### config.mk
export PLATFORM = sky130hd
export DESIGN_NAME = ps2_scan_ctrl
export DESIGN_NICKNAME = d
export VERILOG_FILES = /design/src/rtl/ps2_pkg.sv /design/src/rtl/ps2_evt_fifo.sv /design/src/rtl/ps2_scan_ctrl.sv
export SDC_FILE = /design/constraint.sdc
export NUM_CORES = 1
export LEC_CHECK = 0
export ABC_AREA = 1
export BUFFER_PORTS_ARGS = -buffer_cell sky130_fd_sc_hd__buf_4
export CAP_MARGIN = 20
export CORE_UTILIZATION = 55
export DETAILED_ROUTE_END_ITERATION = 8
export PLACE_DENSITY = 0.79
export SLEW_MARGIN = 10
export SYNTH_ARGS = -nofsm -noshare
export SYNTH_HDL_FRONTEND = slang
export SYNTH_HIERARCHICAL = 1
export SYNTH_SLANG_ARGS = --single-unit
### constraint.sdc
create_clock -name clk -period 2.47 [get_ports clk]
set_clock_uncertainty 0.15 [all_clocks]
set_input_delay 0.3705 -clock clk [delete_from_list [all_inputs] [get_ports clk]]
set_output_delay 0.3705 -clock clk [all_outputs]
set_load 0.02 [all_outputs]
### src/rtl/ps2_pkg.sv
// Shared definitions for the PS/2 scan-code sequencer: FSM states, scan constants,
// event field layout and the keyboard status-code classifier.
package ps2_pkg;

  typedef enum logic [2:0] {
    ST_IDLE,
    ST_EXT,
    ST_BRK,
    ST_EXT_BRK,
    ST_PAUSE
  } state_e;

  localparam logic [7:0] SC_EXT    = 8'hE0;
  localparam logic [7:0] SC_BRK    = 8'hF0;
  localparam logic [7:0] SC_PAUSE  = 8'hE1;
  localparam logic [7:0] SC_LSHIFT = 8'h12;
  localparam logic [7:0] SC_RSHIFT = 8'h59;
  localparam logic [7:0] SC_CTRL   = 8'h14;
  localparam logic [7:0] SC_ALT    = 8'h11;
  localparam logic [7:0] SC_CAPS   = 8'h58;

  // Bytes following E1 before the Pause event is emitted.
  localparam logic [2:0] PAUSE_SKIP = 3'd7;

  localparam int EVT_CODE_W  = 8;
  localparam int EVT_BRK_BIT = 8;
  localparam int EVT_EXT_BIT = 9;
  localparam int EVT_W       = 10;

  function automatic logic is_status(input logic [7:0] b);
    case (b)
      8'h00, 8'hAA, 8'hEE, 8'hFA, 8'hFC, 8'hFE, 8'hFF: return 1'b1;
      default:                                          return 1'b0;
    endcase
  endfunction

endpackage

### src/rtl/ps2_evt_fifo.sv
// First-word-fall-through event FIFO; a push into a full FIFO is accepted only when
// the same cycle also pops, otherwise it is dropped and flagged.
module ps2_evt_fifo
  import ps2_pkg::*;
#(
  parameter int WIDTH = EVT_W,
  parameter int DEPTH = 8
) (
  input  logic             clk,
  input  logic             rst,
  input  logic             push,
  input  logic [WIDTH-1:0] wr_data,
  input  logic             pop,
  output logic [WIDTH-1:0] rd_data,
  output logic             empty,
  output logic             full,
  output logic             dropped
);

  localparam int AW = (DEPTH > 1) ? $clog2(DEPTH) : 1;
  localparam logic [AW:0] FULL_CNT = (AW+1)'(DEPTH);

  logic [AW-1:0]    wr_ptr_q, wr_ptr_d;
  logic [AW-1:0]    rd_ptr_q, rd_ptr_d;
  logic [AW:0]      count_q, count_d;
  logic [WIDTH-1:0] mem_q [DEPTH];
  logic [WIDTH-1:0] mem_d [DEPTH];
  logic             do_push, do_pop;

  assign empty   = (count_q == '0);
  assign full    = (count_q == FULL_CNT);
  assign do_pop  = pop & ~empty;
  assign do_push = push & (~full | do_pop);
  assign dropped = push & full & ~do_pop;
  assign rd_data = empty ? '0 : mem_q[rd_ptr_q];

  always_comb begin
    mem_d    = mem_q;
    wr_ptr_d = wr_ptr_q;
    rd_ptr_d = rd_ptr_q;
    count_d  = count_q;
    if (do_push) begin
      mem_d[wr_ptr_q] = wr_data;
      wr_ptr_d        = wr_ptr_q + AW'(1);
    end
    if (do_pop) begin
      rd_ptr_d = rd_ptr_q + AW'(1);
    end
    case ({do_push, do_pop})
      2'b10:   count_d = count_q + (AW+1)'(1);
      2'b01:   count_d = count_q - (AW+1)'(1);
      default: count_d = count_q;
    endcase
  end

  always_ff @(posedge clk or posedge rst) begin
    if (rst) begin
      wr_ptr_q <= '0;
      rd_ptr_q <= '0;
      count_q  <= '0;
    end else begin
      wr_ptr_q <= wr_ptr_d;
      rd_ptr_q <= rd_ptr_d;
      count_q  <= count_d;
    end
  end

  // Storage needs no reset: the read port is masked to zero while empty.
  always_ff @(posedge clk) begin
    mem_q <= mem_d;
  end

endmodule

### src/rtl/ps2_scan_ctrl.sv
// Turns raw PS/2 scan bytes into {ext, brk, code} key events, tracking modifier and
// caps-lock state, counting keyboard status bytes and queueing events for the LCD side.
module ps2_scan_ctrl
  import ps2_pkg::*;
#(
  parameter int FIFO_DEPTH     = 8,
  parameter int PREFIX_TIMEOUT = 50000
) (
  input  logic       clk,
  input  logic       rst,
  input  logic       byte_valid,
  input  logic [7:0] byte_data,
  input  logic       evt_rd,
  output logic       evt_valid,
  output logic [9:0] evt_data,
  output logic [3:0] mods,
  output logic       ovf,
  input  logic       ovf_clr,
  output logic [7:0] err_cnt
);

  localparam int TW = (PREFIX_TIMEOUT > 2) ? $clog2(PREFIX_TIMEOUT) : 1;
  localparam logic [TW-1:0] TMR_LAST = TW'(PREFIX_TIMEOUT - 1);

  state_e        state_q, state_d;
  logic [2:0]    skip_q, skip_d;
  logic [TW-1:0] tmr_q, tmr_d;
  logic [7:0]    err_q, err_d;
  logic          ovf_q, ovf_d;
  logic          lshift_q, lshift_d, rshift_q, rshift_d;
  logic          lctrl_q, lctrl_d, rctrl_q, rctrl_d;
  logic          lalt_q, lalt_d, ralt_q, ralt_d;
  logic          caps_q, caps_d, caps_held_q, caps_held_d;

  logic          evt_push, evt_ext, evt_brk;
  logic [7:0]    evt_code;
  logic          fifo_empty, fifo_full, fifo_dropped;

  always_comb begin
    state_d  = state_q;
    skip_d   = skip_q;
    tmr_d    = tmr_q;
    err_d    = err_q;
    evt_push = 1'b0;
    evt_ext  = 1'b0;
    evt_brk  = 1'b0;
    evt_code = byte_data;
    if (byte_valid) begin
      tmr_d = '0;
      if (is_status(byte_data)) begin
        state_d = ST_IDLE;
        if (err_q != 8'hFF) err_d = err_q + 8'd1;
      end else begin
        case (state_q)
          ST_IDLE: begin
            if (byte_data == SC_EXT)        state_d = ST_EXT;
            else if (byte_data == SC_BRK)   state_d = ST_BRK;
            else if (byte_data == SC_PAUSE) begin
              state_d = ST_PAUSE;
              skip_d  = PAUSE_SKIP;
            end else evt_push = 1'b1;
          end
          ST_EXT: begin
            if (byte_data == SC_BRK) state_d = ST_EXT_BRK;
            else begin
              evt_push = 1'b1;
              evt_ext  = 1'b1;
              state_d  = ST_IDLE;
            end
          end
          ST_BRK: begin
            evt_push = 1'b1;
            evt_brk  = 1'b1;
            state_d  = ST_IDLE;
          end
          ST_EXT_BRK: begin
            evt_push = 1'b1;
            evt_ext  = 1'b1;
            evt_brk  = 1'b1;
            state_d  = ST_IDLE;
          end
          ST_PAUSE: begin
            // The whole Pause make sequence collapses into one extended E1 event.
            if (skip_q == 3'd1) begin
              evt_push = 1'b1;
              evt_ext  = 1'b1;
              evt_code = SC_PAUSE;
              skip_d   = '0;
              state_d  = ST_IDLE;
            end else skip_d = skip_q - 3'd1;
          end
          default: state_d = ST_IDLE;
        endcase
      end
    end else if (state_q != ST_IDLE) begin
      if (tmr_q == TMR_LAST) begin
        state_d = ST_IDLE;
        tmr_d   = '0;
      end else tmr_d = tmr_q + TW'(1);
    end
  end

  // E0 12 / E0 59 are fake shifts emitted around some extended keys, so only plain codes count.
  always_comb begin
    lshift_d    = lshift_q;
    rshift_d    = rshift_q;
    lctrl_d     = lctrl_q;
    rctrl_d     = rctrl_q;
    lalt_d      = lalt_q;
    ralt_d      = ralt_q;
    caps_d      = caps_q;
    caps_held_d = caps_held_q;
    if (evt_push) begin
      if (!evt_ext && evt_code == SC_LSHIFT) lshift_d = ~evt_brk;
      if (!evt_ext && evt_code == SC_RSHIFT) rshift_d = ~evt_brk;
      if (evt_code == SC_CTRL) begin
        if (evt_ext) rctrl_d = ~evt_brk;
        else         lctrl_d = ~evt_brk;
      end
      if (evt_code == SC_ALT) begin
        if (evt_ext) ralt_d = ~evt_brk;
        else         lalt_d = ~evt_brk;
      end
      if (!evt_ext && evt_code == SC_CAPS) begin
        if (evt_brk) caps_held_d = 1'b0;
        else begin
          if (!caps_held_q) caps_d = ~caps_q;
          caps_held_d = 1'b1;
        end
      end
    end
  end

  always_comb begin
    ovf_d = ovf_q;
    if (ovf_clr)      ovf_d = 1'b0;
    if (fifo_dropped) ovf_d = 1'b1;
  end

  always_ff @(posedge clk or posedge rst) begin
    if (rst) begin
      state_q     <= ST_IDLE;
      skip_q      <= '0;
      tmr_q       <= '0;
      err_q       <= '0;
      ovf_q       <= 1'b0;
      lshift_q    <= 1'b0;
      rshift_q    <= 1'b0;
      lctrl_q     <= 1'b0;
      rctrl_q     <= 1'b0;
      lalt_q      <= 1'b0;
      ralt_q      <= 1'b0;
      caps_q      <= 1'b0;
      caps_held_q <= 1'b0;
    end else begin
      state_q     <= state_d;
      skip_q      <= skip_d;
      tmr_q       <= tmr_d;
      err_q       <= err_d;
      ovf_q       <= ovf_d;
      lshift_q    <= lshift_d;
      rshift_q    <= rshift_d;
      lctrl_q     <= lctrl_d;
      rctrl_q     <= rctrl_d;
      lalt_q      <= lalt_d;
      ralt_q      <= ralt_d;
      caps_q      <= caps_d;
      caps_held_q <= caps_held_d;
    end
  end

  ps2_evt_fifo #(
    .WIDTH (EVT_W),
    .DEPTH (FIFO_DEPTH)
  ) u_fifo (
    .clk     (clk),
    .rst     (rst),
    .push    (evt_push),
    .wr_data ({evt_ext, evt_brk, evt_code}),
    .pop     (evt_rd),
    .rd_data (evt_data),
    .empty   (fifo_empty),
    .full    (fifo_full),
    .dropped (fifo_dropped)
  );

  assign evt_valid = ~fifo_empty;
  assign mods      = {caps_q, lalt_q | ralt_q, lctrl_q | rctrl_q, lshift_q | rshift_q};
  assign ovf       = ovf_q;
  assign err_cnt   = err_q;

endmodule

Word-level counts from Yosys, hierarchy flattened
Index checks and enable logic that the tools add are counted.
{"block": "word_totals", "word_cells": 157, "regBits": 129, "input_bits": 13, "output_inout_bits": 24}
{"block": "op_classes", "n_lt_le_gt_ge": 3, "reduce_logical": 27, "mux": 49, "add_sub_neg": 7, "eq_ne": 29, "n_bitwise": 18}
{"op": "$bwmux 80", "count": 1}
{"op": "$eq 8x8->1 const B", "count": 9}
{"op": "$mux 16", "count": 3}
{"op": "$mux 10", "count": 4}
{"op": "$mux 3", "count": 12}
{"op": "$mux 8", "count": 4}
{"op": "$bmux 10 s3", "count": 1}
{"op": "$demux 10 s3", "count": 1}
{"op": "$eq 8x5->1 const B", "count": 3}
{"op": "$mux 1", "count": 17}
{"op": "$add 16x1->16 const B", "count": 1}
{"op": "$eq 16x16->1 const B", "count": 1}
{"op": "$eq 8x7->1 const B", "count": 2}
{"op": "$reduce_and 3->1", "count": 5}
{"op": "$reduce_bool 2->1", "count": 5}
{"op": "$pmux 3 s3", "count": 1}
{"op": "$add 8x1->8 const B", "count": 1}
{"op": "$ge 4x4->1 const B", "count": 2}
{"op": "$logic_not 8->1", "count": 1}
{"op": "$ne 8x8->1 const B", "count": 1}
{"op": "$not 1->1", "count": 8}
{"op": "$not 3->4", "count": 2}
{"op": "$pmux 4 s2", "count": 1}
{"op": "$reduce_and 4->1", "count": 2}
{"op": "other kinds (29)", "count": 45}

Depth between registers and ports, before layout
Gate-level depths: netlist of run 1.
{"block": "logic_depth", "ltp_word": 10, "ltp_mapped": 18, "ltp_nobuf": 18}

By module
The synthesis of run 1 kept the hierarchy.
{"mod": "ps2_evt_fifo", "cells_per_inst": 324, "n_inst": 1, "area_each_um2": 3781.1, "seq_area_each_um2": 2652.5}
{"mod": "ps2_scan_ctrl", "cells_per_inst": 333, "n_inst": 1, "area_each_um2": 2416.1, "seq_area_each_um2": 975.9}

Worst setup path after synthesis of run 1
No wires, ideal clock.
{"block": "synth_path", "path_type": "input-to-reg", "from": "input byte_data[2]", "to": "register u_fifo.count_q[2]", "setup_ns": 0.128, "stages": 16, "n_path_buf": 0, "required_time_ns": 2.192, "setup_slack_ns": 0.083, "arrival_ns": 2.109, "path_cell_list": "inv_1 > nand2_2 > nor2_2 > nand2_2 > nand3_2 > nor2_4 > nand3_1 > nor2_2 > nand2_4 > ha_1 > nor2_1 > nor2_1 > ha_1 > a21oi_1 > xor2_1 > o21ai_0"}
{"block": "synth_via", "elab_chain_cells": 10, "elab_cells_between_ends": 25, "cone_classes": "eq/ne: 11; mux: 10; bitwise: 1; reduce/logical: 3"}
{"item": "start: declaration", "line": "ps2_scan_ctrl.sv:12", "source": "input logic [7:0] byte_data,"}
{"item": "$eq 8x8->1", "line": "ps2_scan_ctrl.sv:58", "source": "else if (byte_data == SC_PAUSE) begin"}
{"item": "$mux 1", "line": "ps2_scan_ctrl.sv:58"}
{"item": "$mux 1", "line": "ps2_scan_ctrl.sv:57", "source": "else if (byte_data == SC_BRK) state_d = ST_BRK;"}
{"item": "$mux 1", "line": "ps2_scan_ctrl.sv:56", "source": "if (byte_data == SC_EXT) state_d = ST_EXT;"}
{"item": "$pmux 1 s4", "line": "ps2_scan_ctrl.sv:54", "source": "case (state_q)"}
{"item": "$mux 1 *", "line": "ps2_scan_ctrl.sv:50", "source": "if (is_status(byte_data)) begin"}
{"item": "$mux 1 *", "line": "ps2_scan_ctrl.sv:48", "source": "if (byte_valid) begin"}
{"item": "named net evt_push", "line": "ps2_scan_ctrl.sv:35", "source": "logic evt_push, evt_ext, evt_brk;"}
{"item": "$and 1x1->1 *", "line": "ps2_evt_fifo.sv:33", "source": "assign do_push = push & (~full | do_pop);"}
{"item": "$eq 2x1->1 / $eq 2x2->1 (equally long branches)", "line": "ps2_evt_fifo.sv:49", "source": "case ({do_push, do_pop})"}
{"item": "$pmux 4 s2 / $reduce_bool 2->1 (equally long branches)"}
{"item": "end signal: assignment", "line": "ps2_evt_fifo.sv:64", "source": "count_q <= count_d;"}
{"item": "end: declaration", "line": "ps2_evt_fifo.sv:25", "source": "logic [AW:0] count_q, count_d;"}
The timed path passes the listed nets; every way through them passes the cells marked *. The select of a mux whose other input is x is not followed.
A chain may end at the register's enable or synchronous reset.

Final worst setup path of run 1
{"block": "layout_path", "from": "register u_fifo.rd_ptr_q[0]", "to": "output evt_data[1]"}
{"block": "layout_via", "elab_chain_cells": 5}
{"item": "start: declaration", "line": "ps2_evt_fifo.sv:24", "source": "logic [AW-1:0] rd_ptr_q, rd_ptr_d;"}
{"item": "start signal: assignment", "line": "ps2_evt_fifo.sv:63", "source": "rd_ptr_q <= rd_ptr_d;"}
{"item": "$not 3->4 (implied by the code)", "line": "ps2_evt_fifo.sv:35", "source": "assign rd_data = empty ? '0 : mem_q[rd_ptr_q];"}
{"item": "$bmux 10 s3", "line": "ps2_evt_fifo.sv:35"}
{"item": "$mux 10 (implied by the code) (2 in a row)", "line": "ps2_evt_fifo.sv:35"}
{"item": "$mux 10", "line": "ps2_evt_fifo.sv:35"}
{"item": "end: declaration", "line": "ps2_scan_ctrl.sv:15", "source": "output logic [9:0] evt_data,"}
No other way between the ends. The select of a mux whose other input is x is not followed.

==> results of run 1 <==
-- metal layers --
layer | share of wire | global-route usage | vias up
li1 | - | - | 2407
met2 | 0.53 | 0.456 | 207
met1 | 0.39 | 0.315 | 2403
met3 | 0.057 | 0.0464 | 38
met5 | 0 | 0 | -
met4 | 0.025 | 0.112 | 0
-- where the power goes --
group / leakage (µW) / internal [µW] / switching (µW)
Combinational: 0.00189 / 1700 / 2200
Clock: 0.000263 / 1340 / 951
Sequential: 0.00136 / 2650 / 237
-- worst paths after layout --
check | to | slack [ps] | cells past startpoint
max reg2reg | u_fifo/mem_q[79]$_DFFE_PP_ | 50 | 12
max in group asynchronous | lctrl_q$_DFFE_PP0P_ | 1430 | 4
min in group asynchronous | u_fifo/wr_ptr_q[0]$_DFFE_PP0P_ | 250 | 3
min | tmr_q[1]$_DFFE_PP0N_ | 80 | 4
min reg2reg | lalt_q$_DFFE_PP0P_ | 310 | 2
max | evt_data[1] | 20 | 8
-- cell type report --
type                       count  area [µm²]  share of cell area
clock buffer                  18         418              0.0522
clock inverter                14         129              0.0161
inverter                      80         313              0.0391
multi-input combinational    431        2340               0.292
sequential                   129        3630               0.454
tap                          140         175              0.0219
timing repair buffer          97        1000               0.125
timing repair inverter         1        5.00            0.000625
-- critical path, cell delays in order (launching register included) --
cell and delay (ps):
dfrtp_2 470, clkinv_4 130, buf_12 130, buf_12 110
nor2_2 30, o211ai_1 160, nand2_1 90, nor2_1 130
buf_4 170
-- per-stage QoR --
| stage | hold WS [ps] | instance area [µm²] |
|---|---|---|
| 4_1_cts | 61.4 | 7570 |
| 5_1_grt | 100 | 8010 |
| 3_5_place_dp | 243 | 6880 |
| 6_report | 82.2 | 8010 |
| 2_1_floorplan | 60.7 | 6200 |
| 3_3_place_gp | 229 | 6880 |
-- what timing repair did --
action | CTS | global route
hold buffers | 2 | 0
resized for setup | 12 | 63
endpoints found under the hold margin | 50 | 0
pin swaps | 3 | 25
gates cloned | 1 | 7
buffers inserted | 4 | 11
endpoints found under the setup margin | 11 | 93
-- cell families (layout without fill, tap and decap cells) --
kind of cell / after synthesis / count (layout) / synth area share
AOI/OAI and AO/OA: 109 / 109 / 0.0993
xor gates and xnor gates: 13 / 13 / 0.0184
adders and majority gates: 9 / 9 / 0.0182
buffers and inverters: 97 / 210 / 0.0630
DFF: 129 / 129 / 0.586
muxes: 1 / 1 / 0.00182
and+or+nand+nor: 299 / 299 / 0.214
-- flip-flops by register name, summed over array words and instances (netlist names) --
name	count
lshift_q	1
state_q	3
tmr_q	16
skip_q	3
ovf	1
err_cnt	8
caps_held_q	1
lalt_q	1
rctrl_q	1
u_fifo/mem_q	80
u_fifo/count_q	4
u_fifo/wr_ptr_q	3
lctrl_q	1
u_fifo/rd_ptr_q	3
caps_q	1
ralt_q	1
rshift_q	1
-- cell usage in the layout, fill, tap and decap left out, types with 10 or more instances in the layout --
cell type  instances
dfrtp_1           45
a21oi_1           14
o21ai_1           36
inv_2             10
nor2_1            92
o22ai_1           10
buf_4             68
nor2_2            26
edfxtp_1          80
nand2_1          106
o211ai_1          10
clkbuf_16         21
o21ai_0           22
nand3_1           29
nor2_4            11
inv_1             67
==> run summary, run 1 <==
setup violators final - 0
antenna cell count - 0
Avg Cell Area, Syn - 9.43 µm²
placeable core area - 10900 µm²
reg2reg start - state_q[0]$_DFFE_PP0P_
Critical path origin - u_fifo/rd_ptr_q[0]$_DFFE_PP0P_
DPL Wire Length - 9250 µm
final cell count without fillers - 910
kind of end point of the critical path - output pin
sequential fraction of the synthesis area - 0.586
total routed wirelength - 15300 µm
Syn-to-layout area delta - 29.2%
worst-path fanout max - 6
RSZ-0062 raised after global routing - yes
Max Transition Viols Final - 0
clock latency on the worst-skew pair - 530 ps
per-cell routed wire length - 16.8 µm
row count - 38
nets - 779
Unique masters post-synth - 42
PwrDens - 1130 nW/µm²
WP data required - 1950 ps
Via Count - 5055
Max VDD drop - 803 µV
Post-Syn Nets - 679
Final ANT Viol Nets - 0
total track usage - 0.260
synthesized instance count - 657
Total Power - 9080 µW
CP startpoint kind - register
asr flop ratio synth - 0.380
mapped cell area - 6200 µm²
Hold WC Path Type - in2reg
clk sinks - 129
worst path arrival time - 1930 ps
CTS clk-pin slew, worst paths - 60 ps
Clk Tree Root Cell - clkbuf_8
synth warn - 6
Vias/cell - 5.55
Leak - 0.00351 µW
area leader, netlist - edfxtp_1
max_cap viols - 0
crit path time final - 2450 ps
ys flop type - edfxtp_1
layout cell share with drive strength beyond 1 - 0.274
post-synth top area share - 0.388
Crit Path Category - reg2out
number of global-route vias before repair - 4970
slew margin rel. - 0.663
CTS tree - done
initial core utilization - 0.569
most common cell in the netlist - nor2_1
Final Hold Viols - 0
I/O pin count - 37
largest net degree at the start of global routing - 40
initial DRC count - 488
f_max - 408 MHz
grt ovf - 0
TNS Setup - 0 ps
min setup slack post-route - 18.3 ps
Die W - 108 µm
H-tree levels - 4
DRT Pass-1 Iters - 5
top post-synthesis cells by count - nor2_1 (113), nand2_1 (109), edfxtp_1 (80)
fin crit share - 0.993
min-delay src - byte_valid
DP Cell Count - 853
Synth area leaders - edfxtp_1 (39%), dfrtp_1 (20%), nor2_1 (6.8%)
number of flops mapped to enable cells by yosys - 80
Clock Path Buffers - 2
# fillers - 707
final core occ - 0.736
outcome - completed
total CTS buffers - 17
first-pass GRT wire length - 23000 µm
Place WS - -174 ps
DRC - 0
RD Place Congestion - 0.948
Die ar. - 11700 µm²
post-synthesis register bit count - 129
Die H - 108 µm
Buffers on Ports - 36
Slew @ Worst Pin - 506 ps
initial antenna violation count - 0
Power figures use the tool's default switching activity.
==> inputs of run 2 (changes only) <==
ABC_AREA = not set   (was 1)
==> run summary, run 2 <==
Post-Syn Nets - 454 (was 679)
reg2reg start - skip_q[1]$_DFFE_PP0P_ (was state_q[0]$_DFFE_PP0P_)
total routed wirelength - 13500 µm (was 15300 µm)
Crit path depth - 5 (was 8)
max reg flops - 80 (unchanged)
slew margin rel. - 0.592 (was 0.663)
crit path buf inv count - 2 (was 4)
first-pass GRT wire length - 21600 µm (was 23000 µm)
largest stage delay on the critical path - 540 ps (was 470 ps)
Die ar. - 11400 µm² (was 11700 µm²)
initial antenna violation count - 0 (unchanged)
Via Count - 4044 (was 5055)
Largest delay share family, worst path - simple AND/OR/NAND/NOR gates (was buffers and inverters)
number of global-route vias before repair - 4269 (was 4970)
setup violators final - 13 (was 0)
DRT Pass-1 Iters - 4 (was 5)
failing checks - negative setup slack
clock latency on the worst-skew pair - 520 ps (was 530 ps)
Leak - 0.00308 µW (was 0.00351 µW)
Critical path origin - u_fifo/count_q[2]$_DFFE_PP0P_ (was u_fifo/rd_ptr_q[0]$_DFFE_PP0P_)
synth warn - 6 (unchanged)
largest net degree at the start of global routing - 40 (unchanged)
max_cap viols - 0 (unchanged)
min setup slack post-route - -188 ps (was 18.3 ps)
DRC - 0 (unchanged)
most flop-heavy register - u_fifo/mem_q (unchanged)
clk sinks - 129 (unchanged)
Vias/cell - 5.88 (was 5.55)
final core occ - 0.745 (was 0.736)
worst-path fanout max - 5 (was 6)
r2r endpoint - u_fifo/count_q[2]$_DFFE_PP0P_ (was u_fifo/mem_q[79]$_DFFE_PP_)
Syn-to-layout area delta - 29.3% (was 29.2%)
Final Hold Viols - 0 (unchanged)
kind of end point of the critical path - output pin (unchanged)
RSZ-0062 raised after global routing - yes (unchanged)
Buffers on Ports - 36 (unchanged)
Crit Path Category - reg2out (unchanged)
Clock Path Buffers - 2 (unchanged)
f_max - 376 MHz (was 408 MHz)
PwrDens - 1040 nW/µm² (was 1130 nW/µm²)
grt ovf - 0 (unchanged)
fin crit share - 1.08 (was 0.993)
worst path cell trace - or4_4 -> buf_6 -> and2_4 -> a22o_1 -> buf_6 (was clkinv_4 -> buf_12 -> buf_12 -> nor2_2 -> o211ai_1 -> nand2_1 -> nor2_1 -> buf_4)
mapped cell area - 6030 µm² (was 6200 µm²)
Reg2Reg Depth - 14 (was 12)
CTS clk-pin slew, worst paths - 60 ps (about the same)
Final ANT Viol Nets - 0 (unchanged)
placeable core area - 10500 µm² (was 10900 µm²)
total CTS buffers - 17 (unchanged)
Slew @ Worst Pin - 610 ps (was 506 ps)
Clk Tree Root Cell - clkbuf_8 (unchanged)
crit path time final - 2660 ps (was 2450 ps)
row count - 37 (was 38)
CTS tree - done (unchanged)
Hold WC Path Type - in2reg (unchanged)
commonest cells after routing, fill and taps aside - edfxtp_1 (80), buf_4 (79), dfrtp_1 (49), nor2_1 (27), mux4_2 (20) (was nand2_1 (106), nor2_1 (92), edfxtp_1 (80), buf_4 (68), inv_1 (67))
total track usage - 0.256 (was 0.260)
DPL Wire Length - 8710 µm (was 9250 µm)
per-cell routed wire length - 19.6 µm (was 16.8 µm)
Crit path top cell by count - buf_6 (was buf_12)
Avg Cell Area, Syn - 14.0 µm² (was 9.43 µm²)
outcome - finished, violations left (was completed)
nets - 561 (was 779)
antenna cell count - 0 (unchanged)
register-to-register setup slack - -130 ps (was 50 ps)
most common cell after layout, fill and taps aside - edfxtp_1 (was nand2_1)
Die W - 107 µm (was 108 µm)
Max VDD drop - 731 µV (was 803 µV)
Max Transition Viols Final - 0 (unchanged)
critical path endpoint - evt_data[0] (was evt_data[1])
worst path arrival time - 2140 ps (was 1930 ps)
Crit-path slowest cell - or4_4 (was dfrtp_2)
initial DRC count - 269 (was 488)
initial core utilization - 0.576 (was 0.569)
Place WS - -462 ps (was -174 ps)
RD Place Congestion - 0.854 (was 0.948)
I/O pin count - 37 (unchanged)
# fillers - 646 (was 707)
CP startpoint kind - register (unchanged)
synthesized instance count - 432 (was 657)
Die H - 107 µm (was 108 µm)
layout cell share with drive strength beyond 1 - 0.389 (was 0.274)
WP data required - 1950 ps (about the same)
H-tree levels - 4 (unchanged)
[run 2: changes by cell type in the layout (fill, tap and decap cells not counted), sizes merged, moves of 12 or more]
cell   delta
mux4     +20
inv      -59
buf      +16
o21ai    -56
a22o     +12
nor2     -96
nand3    -18
nand2    -99
[run 2: what timing repair did]
item,CTS,global route
gates cloned,2,1
endpoints found under the hold margin,50,0
pin swaps,23,9
resized for setup,31,16
buffers inserted,9,2
setup endpoints to repair,53,93
hold buffers,2,0
[run 2: where the power goes]
part / leakage (µW) / switching (µW) / internal, µW
combinational: 0.00146 / 1410 / 1560
clock: 0.000244 / 991 / 1250
sequential: 0.00138 / 237 / 2640
[run 2: layout make-up]
class,count,area (µm²),share of cell area
Sequential cell,129,3630,0.465
Multi-Input combinational cell,266,2420,0.310
Clock inverter,14,106,0.0136
Tap cell,136,170,0.0218
Clock buffer,18,418,0.0536
Inverter,18,75.1,0.00963
Timing Repair Buffer,107,980,0.126
[run 2: through the flow]
| step | instances | hold slack (ps) | total power (µW) | instance area (µm²) | TNS (ps) |
|---|---|---|---|---|---|
| floorplan | 432 | 60.7 | 4500 | 6150 | -13150 |
| global placement | 640 | 235 | 5360 | 6970 | -6130 |
| detailed placement | 640 | 240 | 5480 | 6970 | -10810 |
| CTS | 685 | 32.4 | 8040 | 7710 | -2060 |
| global route | 688 | 80.8 | 8440 | 7800 | -4990 |
| finish | 688 | 58.7 | 8090 | 7800 | -1900 |
[run 2: how the worst min path moves through the flow]
stage / start / end / slack [ps] / cells past startpoint
final: byte_data[4] / state_q[0]$_DFFE_PP0P_ / 60 / 3
after global routing: byte_data[4] / state_q[0]$_DFFE_PP0P_ / 80 / 3
after CTS: byte_data[4] / state_q[0]$_DFFE_PP0P_ / 30 / 3
after detailed placement: rst / u_fifo/count_q[3]$_DFFE_PP0P_ / 240 / 2
after global placement: rst / u_fifo/count_q[3]$_DFFE_PP0P_ / 240 / 2
after floorplan: rst / u_fifo/count_q[0]$_DFFE_PP0P_ / 60 / 1
[run 2: routing by layer]
metal | part of all wire | routed length, µm | vias up | global-route usage
met5 | 0 | 0 | - | 0
met4 | 0.015 | 198 | 0 | 0.0959
met3 | 0.040 | 545 | 20 | 0.0559
met2 | 0.53 | 7140 | 112 | 0.452
met1 | 0.42 | 5630 | 2054 | 0.308
li1 | - | - | 1858 | -
[run 2: tightest hold or removal path, cell delays in order]
cell and delay (ps):
buf_4 120, buf_4 130, o41ai_1 70
